===== config.mk =====
export PLATFORM = sky130hd
export DESIGN_NAME = gray_counter_bank_flat
export DESIGN_NICKNAME = d
export VERILOG_FILES = /design/src/rtl/gray_counter_bank_if.sv /design/src/rtl/gray_counter_bank.sv /design/src/flat_wrapper.sv
export SDC_FILE = /design/constraint.sdc
export NUM_CORES = 1
export LEC_CHECK = 0
export CELL_PAD_IN_SITES_DETAIL_PLACEMENT = 0
export CELL_PAD_IN_SITES_GLOBAL_PLACEMENT = 1
export CORE_MARGIN = 5
export CORE_UTILIZATION = 38
export DETAILED_ROUTE_END_ITERATION = 6
export PLACE_DENSITY_LB_ADDON = 0.1
export SYNTH_ARGS = -nofsm -noshare
export SYNTH_HDL_FRONTEND = slang
export SYNTH_SLANG_ARGS = --single-unit

===== constraint.sdc =====
create_clock -name CLK -period 2.3 [get_ports CLK]
set_input_delay 0.345 -clock CLK [delete_from_list [all_inputs] [get_ports CLK]]
set_output_delay 0.345 -clock CLK [all_outputs]
set_load 0.005 [all_outputs]

===== src/rtl/gray_counter_bank_if.sv =====
// Control/read port of gray_counter_bank: per-method enables, channel selects,
// load data, the read mux outputs and the per-channel status vectors.
interface gray_counter_bank_if #(
    parameter int WIDTH    = 10,
    parameter int CHANNELS = 4
);
    localparam int CW = (CHANNELS > 1) ? $clog2(CHANNELS) : 1;

    logic                increment__ENA;
    logic [CW-1:0]       increment_chan;
    logic                decrement__ENA;
    logic [CW-1:0]       decrement_chan;
    logic                writeBin__ENA;
    logic [CW-1:0]       writeBin_chan;
    logic [WIDTH-1:0]    writeBin_v;
    logic                writeGray__ENA;
    logic [CW-1:0]       writeGray_chan;
    logic [WIDTH-1:0]    writeGray_v;
    logic                clearFlags__ENA;
    logic [CW-1:0]       read_chan;

    logic [WIDTH-1:0]    readBin;
    logic [WIDTH-1:0]    readGray;
    logic [CHANNELS-1:0] atMax;
    logic [CHANNELS-1:0] atZero;
    logic [CHANNELS-1:0] wrapped;
    logic [CHANNELS-1:0] loadError;
    logic                increment__RDY;
    logic                decrement__RDY;
    logic                writeBin__RDY;
    logic                writeGray__RDY;
    logic                clearFlags__RDY;

    modport master (
        output increment__ENA, increment_chan,
        output decrement__ENA, decrement_chan,
        output writeBin__ENA, writeBin_chan, writeBin_v,
        output writeGray__ENA, writeGray_chan, writeGray_v,
        output clearFlags__ENA, read_chan,
        input  readBin, readGray, atMax, atZero, wrapped, loadError,
        input  increment__RDY, decrement__RDY, writeBin__RDY,
        input  writeGray__RDY, clearFlags__RDY
    );

    modport slave (
        input  increment__ENA, increment_chan,
        input  decrement__ENA, decrement_chan,
        input  writeBin__ENA, writeBin_chan, writeBin_v,
        input  writeGray__ENA, writeGray_chan, writeGray_v,
        input  clearFlags__ENA, read_chan,
        output readBin, readGray, atMax, atZero, wrapped, loadError,
        output increment__RDY, decrement__RDY, writeBin__RDY,
        output writeGray__RDY, clearFlags__RDY
    );
endinterface


===== src/rtl/gray_counter_bank.sv =====
// Bank of independent up/down counters, each holding a binary value and a
// registered Gray image, with wrap or saturate behaviour over MODULUS.
module gray_counter_bank #(
    parameter int WIDTH    = 10,
    parameter int CHANNELS = 4,
    parameter int MODULUS  = 2**WIDTH,
    parameter int SATURATE = 0
) (
    input  logic                CLK,
    input  logic                RST,
    gray_counter_bank_if.slave  bus
);
    localparam int               CW    = (CHANNELS > 1) ? $clog2(CHANNELS) : 1;
    localparam bit               SAT   = (SATURATE != 0);
    localparam logic [WIDTH:0]   MOD_W = (WIDTH+1)'(MODULUS);
    localparam logic [WIDTH-1:0] MAX_V = WIDTH'(MODULUS - 1);
    localparam logic [WIDTH-1:0] ONE   = WIDTH'(1);

    logic [WIDTH-1:0]    bin_q  [CHANNELS];
    logic [WIDTH-1:0]    gray_q [CHANNELS];
    logic [WIDTH-1:0]    bin_d  [CHANNELS];
    logic [WIDTH-1:0]    load_v [CHANNELS];
    logic [CHANNELS-1:0] wrap_q, lerr_q, wrap_set, lerr_set;
    logic [CHANNELS-1:0] inc_hit, dec_hit, wb_hit, wg_hit, oor;
    logic [WIDTH-1:0]    wg_bin;

    function automatic logic [WIDTH-1:0] gray_to_bin(input logic [WIDTH-1:0] g);
        logic [WIDTH-1:0] b;
        b[WIDTH-1] = g[WIDTH-1];
        for (int i = WIDTH - 2; i >= 0; i--) begin
            b[i] = b[i+1] ^ g[i];
        end
        return b;
    endfunction

    function automatic logic [WIDTH-1:0] bin_to_gray(input logic [WIDTH-1:0] b);
        return b ^ (b >> 1);
    endfunction

    assign wg_bin = gray_to_bin(bus.writeGray_v);

    // Select values beyond CHANNELS match no channel, so the method is dropped.
    always_comb begin
        inc_hit = '0;
        dec_hit = '0;
        wb_hit  = '0;
        wg_hit  = '0;
        for (int c = 0; c < CHANNELS; c++) begin
            inc_hit[c] = bus.increment__ENA && (bus.increment_chan == CW'(c));
            dec_hit[c] = bus.decrement__ENA && (bus.decrement_chan == CW'(c));
            wb_hit[c]  = bus.writeBin__ENA  && (bus.writeBin_chan  == CW'(c));
            wg_hit[c]  = bus.writeGray__ENA && (bus.writeGray_chan == CW'(c));
            load_v[c]  = wb_hit[c] ? bus.writeBin_v : wg_bin;
        end
    end

    // A full-range modulus can never see an out-of-range load.
    for (genvar g = 0; g < CHANNELS; g++) begin : g_range
        if (MODULUS >= (2**WIDTH)) begin : g_full
            assign oor[g] = 1'b0;
        end else begin : g_part
            assign oor[g] = ({1'b0, load_v[g]} >= MOD_W);
        end
    end

    always_comb begin
        wrap_set = '0;
        lerr_set = '0;
        for (int c = 0; c < CHANNELS; c++) begin
            bin_d[c] = bin_q[c];
            if (wb_hit[c] || wg_hit[c]) begin
                if (oor[c]) begin
                    bin_d[c]    = MAX_V;
                    lerr_set[c] = 1'b1;
                end else begin
                    bin_d[c] = load_v[c];
                end
            end else if (inc_hit[c] && !dec_hit[c]) begin
                if (bin_q[c] == MAX_V) begin
                    wrap_set[c] = 1'b1;
                    bin_d[c]    = SAT ? MAX_V : '0;
                end else begin
                    bin_d[c] = bin_q[c] + ONE;
                end
            end else if (dec_hit[c] && !inc_hit[c]) begin
                if (bin_q[c] == '0) begin
                    wrap_set[c] = 1'b1;
                    bin_d[c]    = SAT ? '0 : MAX_V;
                end else begin
                    bin_d[c] = bin_q[c] - ONE;
                end
            end
        end
    end

    // Flag sets in the clearing cycle survive the clear.
    always_ff @(posedge CLK) begin
        if (RST) begin
            for (int c = 0; c < CHANNELS; c++) begin
                bin_q[c]  <= '0;
                gray_q[c] <= '0;
            end
            wrap_q <= '0;
            lerr_q <= '0;
        end else begin
            for (int c = 0; c < CHANNELS; c++) begin
                bin_q[c]  <= bin_d[c];
                gray_q[c] <= bin_to_gray(bin_d[c]);
            end
            wrap_q <= (bus.clearFlags__ENA ? '0 : wrap_q) | wrap_set;
            lerr_q <= (bus.clearFlags__ENA ? '0 : lerr_q) | lerr_set;
        end
    end

    always_comb begin
        bus.readBin  = '0;
        bus.readGray = '0;
        for (int c = 0; c < CHANNELS; c++) begin
            if (bus.read_chan == CW'(c)) begin
                bus.readBin  = bin_q[c];
                bus.readGray = gray_q[c];
            end
        end
    end

    always_comb begin
        bus.atMax  = '0;
        bus.atZero = '0;
        for (int c = 0; c < CHANNELS; c++) begin
            bus.atMax[c]  = (bin_q[c] == MAX_V);
            bus.atZero[c] = (bin_q[c] == '0);
        end
    end

    assign bus.wrapped         = wrap_q;
    assign bus.loadError       = lerr_q;
    assign bus.increment__RDY  = 1'b1;
    assign bus.decrement__RDY  = 1'b1;
    assign bus.writeBin__RDY   = 1'b1;
    assign bus.writeGray__RDY  = 1'b1;
    assign bus.clearFlags__RDY = 1'b1;
endmodule


===== src/flat_wrapper.sv =====
// flat-port wrapper written by rule: the top's interface ports become plain ports
module gray_counter_bank_flat 
#(
    parameter int WIDTH    = 10,
    parameter int CHANNELS = 4,
    parameter int MODULUS  = 2**WIDTH,
    parameter int SATURATE = 0
)
  (CLK, RST, bus_increment__ENA, bus_increment_chan, bus_decrement__ENA, bus_decrement_chan, bus_writeBin__ENA, bus_writeBin_chan, bus_writeBin_v, bus_writeGray__ENA, bus_writeGray_chan, bus_writeGray_v, bus_clearFlags__ENA, bus_read_chan, bus_readBin, bus_readGray, bus_atMax, bus_atZero, bus_wrapped, bus_loadError, bus_increment__RDY, bus_decrement__RDY, bus_writeBin__RDY, bus_writeGray__RDY, bus_clearFlags__RDY);
  gray_counter_bank_if #(.WIDTH(WIDTH), .CHANNELS(CHANNELS)) bus_i ();
  input  logic CLK;
  input  logic RST;
  input wire logic [$bits(bus_i.increment__ENA)-1:0] bus_increment__ENA;
  input wire logic [$bits(bus_i.increment_chan)-1:0] bus_increment_chan;
  input wire logic [$bits(bus_i.decrement__ENA)-1:0] bus_decrement__ENA;
  input wire logic [$bits(bus_i.decrement_chan)-1:0] bus_decrement_chan;
  input wire logic [$bits(bus_i.writeBin__ENA)-1:0] bus_writeBin__ENA;
  input wire logic [$bits(bus_i.writeBin_chan)-1:0] bus_writeBin_chan;
  input wire logic [$bits(bus_i.writeBin_v)-1:0] bus_writeBin_v;
  input wire logic [$bits(bus_i.writeGray__ENA)-1:0] bus_writeGray__ENA;
  input wire logic [$bits(bus_i.writeGray_chan)-1:0] bus_writeGray_chan;
  input wire logic [$bits(bus_i.writeGray_v)-1:0] bus_writeGray_v;
  input wire logic [$bits(bus_i.clearFlags__ENA)-1:0] bus_clearFlags__ENA;
  input wire logic [$bits(bus_i.read_chan)-1:0] bus_read_chan;
  output wire logic [$bits(bus_i.readBin)-1:0] bus_readBin;
  output wire logic [$bits(bus_i.readGray)-1:0] bus_readGray;
  output wire logic [$bits(bus_i.atMax)-1:0] bus_atMax;
  output wire logic [$bits(bus_i.atZero)-1:0] bus_atZero;
  output wire logic [$bits(bus_i.wrapped)-1:0] bus_wrapped;
  output wire logic [$bits(bus_i.loadError)-1:0] bus_loadError;
  output wire logic [$bits(bus_i.increment__RDY)-1:0] bus_increment__RDY;
  output wire logic [$bits(bus_i.decrement__RDY)-1:0] bus_decrement__RDY;
  output wire logic [$bits(bus_i.writeBin__RDY)-1:0] bus_writeBin__RDY;
  output wire logic [$bits(bus_i.writeGray__RDY)-1:0] bus_writeGray__RDY;
  output wire logic [$bits(bus_i.clearFlags__RDY)-1:0] bus_clearFlags__RDY;
  assign bus_i.increment__ENA = bus_increment__ENA;
  assign bus_i.increment_chan = bus_increment_chan;
  assign bus_i.decrement__ENA = bus_decrement__ENA;
  assign bus_i.decrement_chan = bus_decrement_chan;
  assign bus_i.writeBin__ENA = bus_writeBin__ENA;
  assign bus_i.writeBin_chan = bus_writeBin_chan;
  assign bus_i.writeBin_v = bus_writeBin_v;
  assign bus_i.writeGray__ENA = bus_writeGray__ENA;
  assign bus_i.writeGray_chan = bus_writeGray_chan;
  assign bus_i.writeGray_v = bus_writeGray_v;
  assign bus_i.clearFlags__ENA = bus_clearFlags__ENA;
  assign bus_i.read_chan = bus_read_chan;
  assign bus_readBin = bus_i.readBin;
  assign bus_readGray = bus_i.readGray;
  assign bus_atMax = bus_i.atMax;
  assign bus_atZero = bus_i.atZero;
  assign bus_wrapped = bus_i.wrapped;
  assign bus_loadError = bus_i.loadError;
  assign bus_increment__RDY = bus_i.increment__RDY;
  assign bus_decrement__RDY = bus_i.decrement__RDY;
  assign bus_writeBin__RDY = bus_i.writeBin__RDY;
  assign bus_writeGray__RDY = bus_i.writeGray__RDY;
  assign bus_clearFlags__RDY = bus_i.clearFlags__RDY;
  gray_counter_bank #(.WIDTH(WIDTH), .CHANNELS(CHANNELS), .MODULUS(MODULUS), .SATURATE(SATURATE)) u_core (.CLK(CLK), .RST(RST), .bus(bus_i));
endmodule

## Yosys cells after proc, flatten, opt, wreduce, memory -nomap -nowiden

Memories as Yosys holds them, arrays and structs flattened.
Index checks and enable logic that the tools add are counted.
Widths: inputs -> output; s select.

| cells by class | value |
|---|---|
| $add $sub $neg | 8 |
| bitwise gates (word level) | 22 |
| reduce and logical (&&, ||, !) cells | 45 |
| muxes and demuxes | 64 |
| equality and inequality tests | 19 |

Operators with widths:

| cell | count |
|---|---|
| $mux 10 | 40 |
| $add 10x1->10 const B | 4 |
| $eq 10x10->1 const B | 4 |
| $logic_not 10->1 | 4 |
| $sub 10x1->10 const B | 4 |
| $xor 10x9->10 | 4 |
| $logic_and 1x1->1 | 24 |
| $mux 1 | 23 |
| $eq 2x2->1 const B | 10 |
| $eq 2x1->1 const B | 5 |
| $logic_not 2->1 | 5 |
| $xor 1x1->1 | 9 |
| $logic_not 1->1 | 8 |
| $or 1x1->1 | 8 |
| $logic_or 1x1->1 | 4 |
| $mux 4 | 1 |
| $or 4x4->4 | 1 |

| storage, ports and cells | value |
|---|---|
| RAM bits | 80 |
| memories kept | 2 |
| input port bits | 37 |
| logic and storage cells | 161 |
| output and inout bits | 41 |
| register bits after elaboration | 4 |

Memories:

| memory | words | bits a word | read ports | clocked after memory_dff | wr ports | RTL line | text |
|---|---|---|---|---|---|---|---|
| u_core.bin_q | 4 | 10 | 4 | 0 | 4 | gray_counter_bank.sv:19 | `logic [WIDTH-1:0] bin_q [CHANNELS];` |
| u_core.gray_q | 4 | 10 | 4 | 0 | 4 | gray_counter_bank.sv:20 | `logic [WIDTH-1:0] gray_q [CHANNELS];` |

## Logic depth before layout (Yosys ltp)

| depth | value |
|---|---|
| word-level depth | 13 |
| depth in mapped cells | 10 |
| mapped depth without buffers | 9 |

## Worst setup path before layout

OpenSTA, ideal clock, no wires.

| path | value |
|---|---|
| path kind | register to register |
| from | memory u_core.bin_q[1][2] |
| to | memory u_core.gray_q[1][8] |
| buffers on the path | 1 |
| clock period less this slack | 2.533 ns |
| setup time | 0.121 ns |
| setup slack | -0.233 ns |
| arrival time | 2.412 ns |
| data required time | 2.179 ns |
| cell stages (with the launch flop) | 9 |
| path through | dfxtp_1 -> clkbuf_1 -> or3_1 -> or4_1 -> nor3_1 -> xnor2_1 -> a31oi_1 -> a222oi_1 -> mux2_2 |

RTL lines:

| what | RTL line |
|---|---|
| start, declared | gray_counter_bank.sv:19 |
| end, declared | gray_counter_bank.sv:20 |

==> impl_metrics.tcl <==
set metrics [dict create \
    status "finished, violations left" \
    violations "setup timing" \
    yosysUniqueCellTypes 80 \
    ant_nets 0 \
    drive_above_1_share_pct 48.5 \
    grt_pass1_wl_um 43800 \
    floorplan.initialDensity_pct 39.0 \
    rr_startpoint "u_core.bin_q[1][1]$_SDFF_PP0_" \
    io_pins 78 \
    antenna_cells 0 \
    cts_buffer_depth 2 \
    netlist_top_cells_area "dfxtp_1 (26%), mux4_2 (6.9%), nor2_1 (6.6%)" \
    fmax_mhz 390 \
    grt_overflow 0 \
    dpl.hpwl_um 21900 \
    fin_util_pct 66.5 \
    syn-instance-count 747 \
    antenna_found_initial 0 \
    first_global_vias 7553 \
    ys_seq_elements 80 \
    startpoint_type "flip-flop" \
    gp_congestion 0.987 \
    max-vdd-ir-drop_uv 407 \
    synth_top_flop_cell "dfxtp_1" \
    whs_path_depth 2 \
    min_from "RST" \
    rows 46 \
    period_needed_ns 2.57 \
    cts_tree "yes" \
    hold_viol_final 0 \
    die_h_um 138 \
    power_density_nw_per_um2 640 \
    cts.sinks 80 \
    maxCapViolCount 0 \
    rr_worst_depth 9 \
    cts_max_level 3 \
    synthArstFlopShare_pct 0 \
    timing.reg2reg.setup_slack_ns -0.27 \
    die-area_um2 19000 \
    first_pass_iters 5 \
    syn_to_final_growth_pct 70.7 \
    post_drt_wl_per_cell_um 22.4 \
    cts_root_buf "clkbuf_16" \
    min_period_over_period_pct 112 \
    clkTransAtPathRegs_ns 0.07 \
    finalSetupViolCount 17 \
    clk_latency_ns 0.35 \
    cp_max_fo 3 \
    vias 7459 \
    place_ws_ns -0.660 \
    leakage_nw 4.54 \
    critPathSlowestCell "or4_4" \
    synth_top_area_share_pct 25.8 \
    vias_per_cell 5.71 \
    setup_ws_ns -0.266 \
    worst-setup-path-type "flip-flop to flip-flop" \
    cts_buffers 9 \
    drt-initial-drc-count 584 \
    r2r_end "u_core.gray_q[1][8]$_SDFF_PP0_" \
    synth-edff-count 0 \
    synth.most_common_cell "nor2_1" \
    worstPathRequired_ns 2.54 \
    grt_start_max_net_pins 43 \
    ys_warn_count 0 \
    core-area_um2 15900 \
    drt_wl_total_um 29200 \
    nFillCells 1329 \
    report.final.slew_viol_count 0 \
    worstMarginPinSlew_ns 0.631 \
    clock_skew_ns 0.00557 \
    rsz0062_at_grt "yes" \
    yosys.area.top_type "dfxtp_1" \
    hold_end "u_core.bin_q[0][5]$_SDFF_PP0_" \
    finalNetCount 1131 \
    yosys-top-cells-count "nor2_1 (109), dfxtp_1 (80), nand2_1 (48)" \
    grtUsageTotal_pct 30.6 \
    fp.dieW_um 138 \
    maxSlewHeadroom_pct 57.8 \
    drc 0 \
    end_kind "flip-flop" \
    syn_area_um2 6210 \
    cp_data_arrival_time_ns 2.80 \
    io_buffers 68 \
    ctsHoldBuffers 0 \
    cp_cell_sequence "buf_6 > or3_4 > or4_4 > nor3_4 > xnor2_1 > a31oi_2 > a222oi_1 > buf_4 > mux2_4" \
    syn-mean-instance-area_um2 8.32 \
    seq_area_frac_synth_pct 25.8 \
    critPathMaxStageDelay_ns 0.45 \
    hold_path_class "input port to flip-flop" \
]
-- critical path: cells and delay by family (launching register included) --
family                 cells  cell delay, ns
multiplexers               1            0.29
AND/OR/NAND/NOR            3            0.96
AO/OA/AOI/OAI              2            0.42
flip-flops                 1            0.33
XOR/XNOR                   1            0.16
buffers and inverters      2            0.30
-- metal layers --
layer  global-route usage [%]  up-vias  share of wire, %
met5                        0        -                 0
met4                     13.2        0               4.2
met3                     4.68       77               6.7
met2                     52.2      332                49
met1                     38.5     3637                40
li1                         -     3413                 -
-- layout make-up --
type / count / area (um2) / share of cell area [%]
multi-input cells: 597 / 5130 / 48.4
clock buffers: 9 / 225 / 2.12
inverters: 16 / 60.1 / 0.567
flip-flops and latches: 80 / 1640 / 15.4
repair buffers: 382 / 3180 / 30.0
well taps: 216 / 270 / 2.55
clock inverters: 7 / 106 / 1.00
-- power breakdown --
group	internal [mW]	switching (mW)	leakage, nW
clock network	0.974	0.678	0.163
registers	1.61	0.157	0.669
logic	1.75	1.61	3.70
total	4.34	2.45	4.54
-- cell usage in the layout, fill, tap and decap left out, types with 8 or more instances in the layout --
cell             instances
xnor2_1                 34
nand3_1                 25
a221oi_2                10
nor2_2                  10
o21ai_0                 11
nor3_1                  15
buf_6                   30
nand3b_1                 8
conb_1                   9
nor2b_1                 10
mux4_2                  19
dlygate4sd2_1           15
xor2_1                  31
clkbuf_16                9
a31oi_1                 13
inv_1                   11
dfxtp_1                 64
dfxtp_2                 10
a21oi_1                 20
nand4_1                  9
clkdlybuf4s50_1         36
buf_4                  283
nand2_1                 44
xnor2_2                 11
nor2_1                  94
o211ai_1                12
dlymetal6s2s_1           8
-- through the flow --
| step | instance area (um2) | hold slack (ns) | TNS [ns] | instances | power, mW |
|---|---|---|---|---|---|
| 6_report | 10600 | 0.390 | -1.50 | 1307 | 6.78 |
| 5_1_grt | 10600 | 0.413 | -2.91 | 1307 | 7.04 |
| 4_1_cts | 10000 | 0.388 | -1.55 | 1291 | 6.47 |
| 3_5_place_dp | 8810 | 0.480 | -32.59 | 1223 | 4.41 |
| 3_3_place_gp | 8810 | 0.475 | -30.23 | 1223 | 4.41 |
| 2_1_floorplan | 6300 | 0.479 | -0.112 | 754 | 3.08 |
-- what timing repair did --
action | in CTS | in global routing
gates cloned | 1 | 0
buffers inserted | 52 | 25
endpoints found under the setup margin | 84 | 69
resized for setup | 147 | 114
pin swaps | 63 | 70
-- state kept, by name (all words and copies together), names as in the netlist --
name / flops
u_core.bin_q: 39
u_core.gray_q: 37
u_core.bus.wrapped: 4
-- cell families after synthesis --
group	Yosys count	share of synthesized area, %
other cells	2	0.121
buf+inv	77	5.90
simple gates	309	25.7
compound gates	159	19.5
xor+xnor	88	13.7
flops	80	25.8
mux	24	7.73
fa+ha+maj	8	1.61
-- worst max-delay path by stage --
stage	start	to	slack, ns	cells after the start
floorplan	u_core.bin_q[1][2]$_SDFF_PP0_	u_core.gray_q[1][8]$_SDFF_PP0_	-0.11	8
global placement	bus_decrement_chan[1]	u_core.gray_q[0][0]$_SDFF_PP0_	-0.73	11
detailed placement	bus_writeGray_v[5]	u_core.gray_q[1][1]$_SDFF_PP0_	-0.66	8
CTS	u_core.bin_q[1][1]$_SDFF_PP0_	u_core.gray_q[1][8]$_SDFF_PP0_	-0.24	9
global route	u_core.bin_q[1][1]$_SDFF_PP0_	u_core.gray_q[1][8]$_SDFF_PP0_	-0.30	9
finish	u_core.bin_q[1][1]$_SDFF_PP0_	u_core.gray_q[1][8]$_SDFF_PP0_	-0.27	9
(Power assumes the default switching activity.)
